`src/rtl/dequant_shift_pkg.sv`:
```
// Shared constants and FSM encoding for the streaming dequantizer and its
// saturating clip helper.
package dequant_shift_pkg;
  localparam int WIDTH_DATA_IN  = 16;
  localparam int WIDTH_DATA_ADD = 32;
  localparam int WIDTH_SHIFT    = 5;
  localparam int WIDTH_CNT      = 16;
  // Wide enough for a 16-bit value shifted by up to 31 without losing sign.
  localparam int WIDTH_WIDE     = 48;

  localparam logic [WIDTH_DATA_ADD-1:0] SAT_MAX = 32'h7FFF_FFFF;
  localparam logic [WIDTH_DATA_ADD-1:0] SAT_MIN = 32'h8000_0000;

  typedef enum logic [1:0] {
    IDLE  = 2'd0,
    RUN   = 2'd1,
    DRAIN = 2'd2
  } state_t;
endpackage

```
`src/rtl/sat_clip.sv`:
```
// Combinational signed clip from a wide value down to the accumulator width,
// flagging when the value did not fit.
module sat_clip #(
  parameter int WIDTH_IN  = dequant_shift_pkg::WIDTH_WIDE,
  parameter int WIDTH_OUT = dequant_shift_pkg::WIDTH_DATA_ADD
) (
  input  logic [WIDTH_IN-1:0]  din,
  output logic [WIDTH_OUT-1:0] dout,
  output logic                 ovf
);
  import dequant_shift_pkg::*;

  // Value fits iff every bit from the output sign bit upward matches.
  logic [WIDTH_IN-WIDTH_OUT:0] hi_bits;
  assign hi_bits = din[WIDTH_IN-1:WIDTH_OUT-1];

  always_comb begin
    ovf  = !((&hi_bits) || !(|hi_bits));
    dout = din[WIDTH_OUT-1:0];
    if (ovf) dout = din[WIDTH_IN-1] ? WIDTH_OUT'(SAT_MIN) : WIDTH_OUT'(SAT_MAX);
  end
endmodule

```
`src/rtl/dequant_shift.sv`:
```
// Streaming dequantizer: sign-extend, left-shift by a per-frame amount and
// saturate to the accumulator width, one configured frame at a time.
module dequant_shift #(
  parameter int WIDTH_DATA_IN  = dequant_shift_pkg::WIDTH_DATA_IN,
  parameter int WIDTH_DATA_ADD = dequant_shift_pkg::WIDTH_DATA_ADD,
  parameter int WIDTH_SHIFT    = dequant_shift_pkg::WIDTH_SHIFT,
  parameter int WIDTH_CNT      = dequant_shift_pkg::WIDTH_CNT
) (
  input  logic                      clk,
  input  logic                      rst,
  input  logic                      cfg_valid,
  output logic                      cfg_ready,
  input  logic [WIDTH_SHIFT-1:0]    cfg_shift,
  input  logic [WIDTH_CNT-1:0]      cfg_len,
  input  logic                      in_valid,
  output logic                      in_ready,
  input  logic [WIDTH_DATA_IN-1:0]  in_data,
  output logic                      out_valid,
  input  logic                      out_ready,
  output logic [WIDTH_DATA_ADD-1:0] out_data,
  output logic                      sat_flag,
  output logic                      busy,
  output logic                      done
);
  import dequant_shift_pkg::*;

  localparam int STAGES = 2;

  state_t                    state, state_nxt;
  logic [WIDTH_SHIFT-1:0]    shift_q;
  logic [WIDTH_CNT-1:0]      len_q, cnt;
  logic [STAGES:1]           vld_pipe;
  logic [WIDTH_WIDE-1:0]     in_shl, s1_data;
  logic [WIDTH_DATA_ADD-1:0] clip_data;
  logic                      clip_ovf;
  logic                      en, in_hs, cfg_hs, last_out;

  assign out_valid = vld_pipe[STAGES];
  assign en        = !out_valid || out_ready;
  assign cfg_ready = (state == IDLE);
  assign cfg_hs    = cfg_valid && cfg_ready;
  assign busy      = (state != IDLE);
  assign in_ready  = (state == RUN) && en && (cnt < len_q);
  assign in_hs     = in_valid && in_ready;
  // Final element leaves S2 with nothing left behind it in S1.
  assign last_out  = (state == DRAIN) && out_valid && out_ready && !vld_pipe[1];

  assign in_shl = {{(WIDTH_WIDE-WIDTH_DATA_IN){in_data[WIDTH_DATA_IN-1]}}, in_data} << shift_q;

  sat_clip #(.WIDTH_IN(WIDTH_WIDE), .WIDTH_OUT(WIDTH_DATA_ADD)) u_clip (
    .din  (s1_data),
    .dout (clip_data),
    .ovf  (clip_ovf)
  );

  always_comb begin
    state_nxt = state;
    case (state)
      IDLE:    if (cfg_hs && (cfg_len != '0)) state_nxt = RUN;
      RUN:     if (in_hs && (cnt == len_q - WIDTH_CNT'(1))) state_nxt = DRAIN;
      DRAIN:   if (last_out) state_nxt = IDLE;
      default: state_nxt = IDLE;
    endcase
  end

  always_ff @(posedge clk or negedge rst) begin
    if (!rst) state <= IDLE;
    else      state <= state_nxt;
  end

  always_ff @(posedge clk or negedge rst) begin
    if (!rst) begin
      shift_q  <= '0;
      len_q    <= '0;
      cnt      <= '0;
      done     <= 1'b0;
      sat_flag <= 1'b0;
    end else begin
      done <= (cfg_hs && (cfg_len == '0)) || last_out;
      if (cfg_hs) begin
        shift_q  <= cfg_shift;
        len_q    <= cfg_len;
        cnt      <= '0;
        sat_flag <= 1'b0;
      end else begin
        if (in_hs) cnt <= cnt + WIDTH_CNT'(1);
        if (en && vld_pipe[1] && clip_ovf) sat_flag <= 1'b1;
      end
    end
  end

  // Both stages advance together; a stalled S2 freezes the whole pipe.
  always_ff @(posedge clk or negedge rst) begin
    if (!rst) begin
      vld_pipe <= '0;
      s1_data  <= '0;
      out_data <= '0;
    end else if (en) begin
      vld_pipe <= {vld_pipe[STAGES-1:1], in_hs};
      if (in_hs)       s1_data  <= in_shl;
      if (vld_pipe[1]) out_data <= clip_data;
    end
  end
endmodule
```
`config.mk`:
```
export PLATFORM = sky130hd
export DESIGN_NAME = dequant_shift
export DESIGN_NICKNAME = d
export VERILOG_FILES = /design/src/rtl/dequant_shift_pkg.sv /design/src/rtl/sat_clip.sv /design/src/rtl/dequant_shift.sv
export SDC_FILE = /design/constraint.sdc
export NUM_CORES = 1
export LEC_CHECK = 0
export CAP_MARGIN = 15
export CORE_ASPECT_RATIO = 2
export CORE_MARGIN = 2
export CORE_UTILIZATION = 57
export DETAILED_ROUTE_END_ITERATION = 10
export GPL_TIMING_DRIVEN = 0
export MAX_ROUTING_LAYER = met4
export PLACE_DENSITY = 0.81
export SKIP_CTS_REPAIR_TIMING = 1
export SLEW_MARGIN = 10
export SYNTH_ARGS = -nofsm -noshare
export SYNTH_HDL_FRONTEND = slang
export SYNTH_SLANG_ARGS = --single-unit
```
`constraint.sdc`:
```
create_clock -name clk -period 3 [get_ports clk]
set_input_delay 0.6 -clock clk [delete_from_list [all_inputs] [get_ports clk]]
set_output_delay 0.6 -clock clk [all_outputs]
set_load 0.005 [all_outputs]
```
==> reports/qor.yml <==
timing:
  setup_viol: 0
  fin_skew_ns: 0.008205
  slew_viol_final: 0
  max_clock_freq_mhz: 338.3
  fin_crit_sh: 0.9852
  min_period_ns: 2.956
  hold_viol: 0
  maxSlewHeadroom: 0.4801
  max_slew.worst_pin.slew_ns: 0.7697
detailed_routing:
  num_vias: 6270
  drtIter0Drc: 456
  drc: 0
  postRouteAntennaNets: 0
  drt_first_pass_iters: 5
  wl_mm: 20.97
  avgRoutedWirePerCell_um: 20.70
  drt-vias-per-instance: 6.190
yosys:
  yosys.area.top_type: "dfrtp_1"
  synth_area_per_cell_um2: 9.196
  synth_compound_area_frac: 0.1770
  synth_mux_area_frac: 0.1059
  yosysWarnings: 0
  ys_seq_area_frac: 0.4462
  ys_async_sr_fraction: 1.000
  synth_area_um2: 6842
  synth-edff-count: 0
  synth-simple-area-share: 0.1556
  synth_top_area_share: 0.4462
  synth_xor_area_frac: 0.03841
  ys_ff_latch: 122
  synth_top_family_by_area: "compound AO/OA/AOI/OAI gates"
  synth.distinct_cells: 52
  syn-num-nets: 804
  yosys-top-cells-area: "dfrtp_1 (45%), a21oi_1 (7.4%), o21ai_0 (4.4%), mux2_2 (4.1%), nand2_1 (4.0%)"
  synth_common_cells: "dfrtp_1 (122), a21oi_1 (101), nand2_1 (72)"
  synth.most_common_cell: "dfrtp_1"
  synth-adder-area-share: 0.03292
  synthFlopType: "dfrtp_1"
  synth_cells: 744
place:
  gp_congestion: 0.9953
  hpwl_mm: 15.71
  dpl.cell_count: 970
  io_buffers: 79
  place_area_um2: 7848
cts:
  cts_root_buf: "clkbuf_16"
  numCtsBuffers: 17
  cts_buffer_depth: 2
  clock_latency_ns: 0.41
  path_clk_slew_ns: 0.06
  cts_sinks: 122
  cts_tree: "built"
  htree_levels: 4
grt:
  grt_use_total: 0.3476
  grt_overflow: 0
  grt_antenna_before_repair: 0
  grt_pass1_wl_mm: 32.58
  grt_pass1_vias: 6473
  grt_max_degree: 75
setup_path:
  worstPathArrival_ns: 3.23
  ff2ff_setup_slack_ns: 0.04
  rr_worst_depth: 9
  crit_family: "simple AND/OR/NAND/NOR gates"
  cp_slowest_cell: "clkbuf_1"
  worstPathCellList: "inv_2, ha_4, and4_4, nand3_2, or3_4, o2111ai_4, clkbuf_1, nand2b_1, o21ai_0"
  required_ns: 3.27
  worst-path-max-fanout: 10
  regToRegStartpoint: "len_q[13]"
  cp_slowest_stage_delay_ns: 0.49
  cp_num_buf_inv: 2
  r2r_end: "s1_data[10]"
  crit_path_end_kind: "flip-flop"
  path_class: "flip-flop to flip-flop"
  cp-start-kind: "flip-flop"
floorplanning:
  core_um2: 11700
  fp.dieW_um: 81.47
  num_rows: 56
  io_pins: 80
  start_util: 0.5847
  die_y_um: 158.9
  dieArea_um2: 12950
power_and_ir_drop:
  p_per_area_nw_per_um2: 1105
  p_leak_uw: 0.003608
  peakVddDrop_mv: 0.6542
final_layout:
  stdcell_count: 1013
  stdcell_area_um2: 8637
  antenna_cells: 0
  final_util: 0.7381
  layout-drive-gt1-share: 0.1302
  nets: 915
  synthToLayoutAreaGrowth_pct: 26.24
min_path:
  hold_path_class: "input port to async pin"
run_status:
  status: "finished clean"
run:
  cap_violations: 0
-- worst register-to-register path, stage by stage (launching register included) --
cell       delay (ns)
dfrtp_1          0.42
inv_2            0.09
ha_4             0.27
and4_4           0.25
nand3_2          0.09
or3_4            0.36
o2111ai_4        0.37
clkbuf_1         0.49
nand2b_1         0.34
o21ai_0          0.13
-- report_power, final --
part           total, uW  switching (uW)  internal (uW)
clock network       2130             789           1340
logic               4560            2630           1930
registers           2860             528           2330
total               9550            3950           5600
-- metrics by stage --
stage | TNS, ns | power [uW] | worst slack [ns] | hold slack, ns
detailed placement | -7.393 | 7138 | -0.4450 | 0.4741
global placement | -382.21 | 6981 | -3.114 | 0.4628
floorplan | 0 | 5476 | 0.4911 | 0.3044
CTS | -7.682 | 9304 | -0.3120 | 0.1361
global route | -0.4010 | 10090 | -0.04980 | 0.1600
finish | 0 | 9546 | 0.04444 | 0.1250
-- state kept, by name (all words and copies together) (netlist names) --
signal,count
s1_data,47
out_data,32
cnt,16
len_q,16
shift_q,5
state,2
vld_pipe,2
done,1
sat_flag,1
-- cell families (layout without fill, tap and decap cells) --
group / after synthesis / count (layout)
and+or+nand+nor: 227 / 227
AOI/OAI and AO/OA: 210 / 210
DFF: 122 / 122
buffers and inverters: 79 / 203
muxes: 58 / 58
xor gates and xnor gates: 30 / 30
adders and majority gates: 18 / 18
-- cell usage in the layout (no fill, tap or decap), drive strengths merged, types with 15 or more instances in the layout --
master,instances
a21oi,101
nor4,16
clkdlybuf4s50,77
nand2,72
dfrtp,122
o21ai,61
clkbuf,60
buf,22
nor3,15
nor2,67
ha,18
mux2i,24
mux2,25
inv,31
xnor2,22
-- routing by layer --
metal	share of wire	global-route usage	vias to the layer above
met5	0	-	-
met4	0.082	0.2627	0
met3	0.037	0.05499	109
li1	-	-	2867
met1	0.32	0.3146	3026
met2	0.56	0.6133	268
-- worst max-delay path by stage --
stage                   to      start  cells after the start  slack [ns]
6_report       s1_data[10]  len_q[13]                      9        0.04
5_1_grt        s1_data[11]  len_q[13]                      9       -0.05
4_1_cts         s1_data[4]  len_q[13]                     10       -0.31
3_5_place_dp      state[0]  out_ready                      8       -0.45
3_3_place_gp      state[0]        rst                      1       -3.11
2_1_floorplan       cnt[7]  len_q[10]                     10        0.49
-- layout make-up --
class                      instances  area [um2]
fill                             848        3064
clock buffer                      19       442.9
multi-input combinational        543        3571
clock inverter                    13       170.2
sequential                       122        3057
timing repair buffer              92       909.6
inverter                          30       112.6
buffer                            49       192.7
tap                              145       181.4
Note: power is estimated with default switching activity, not from simulation.
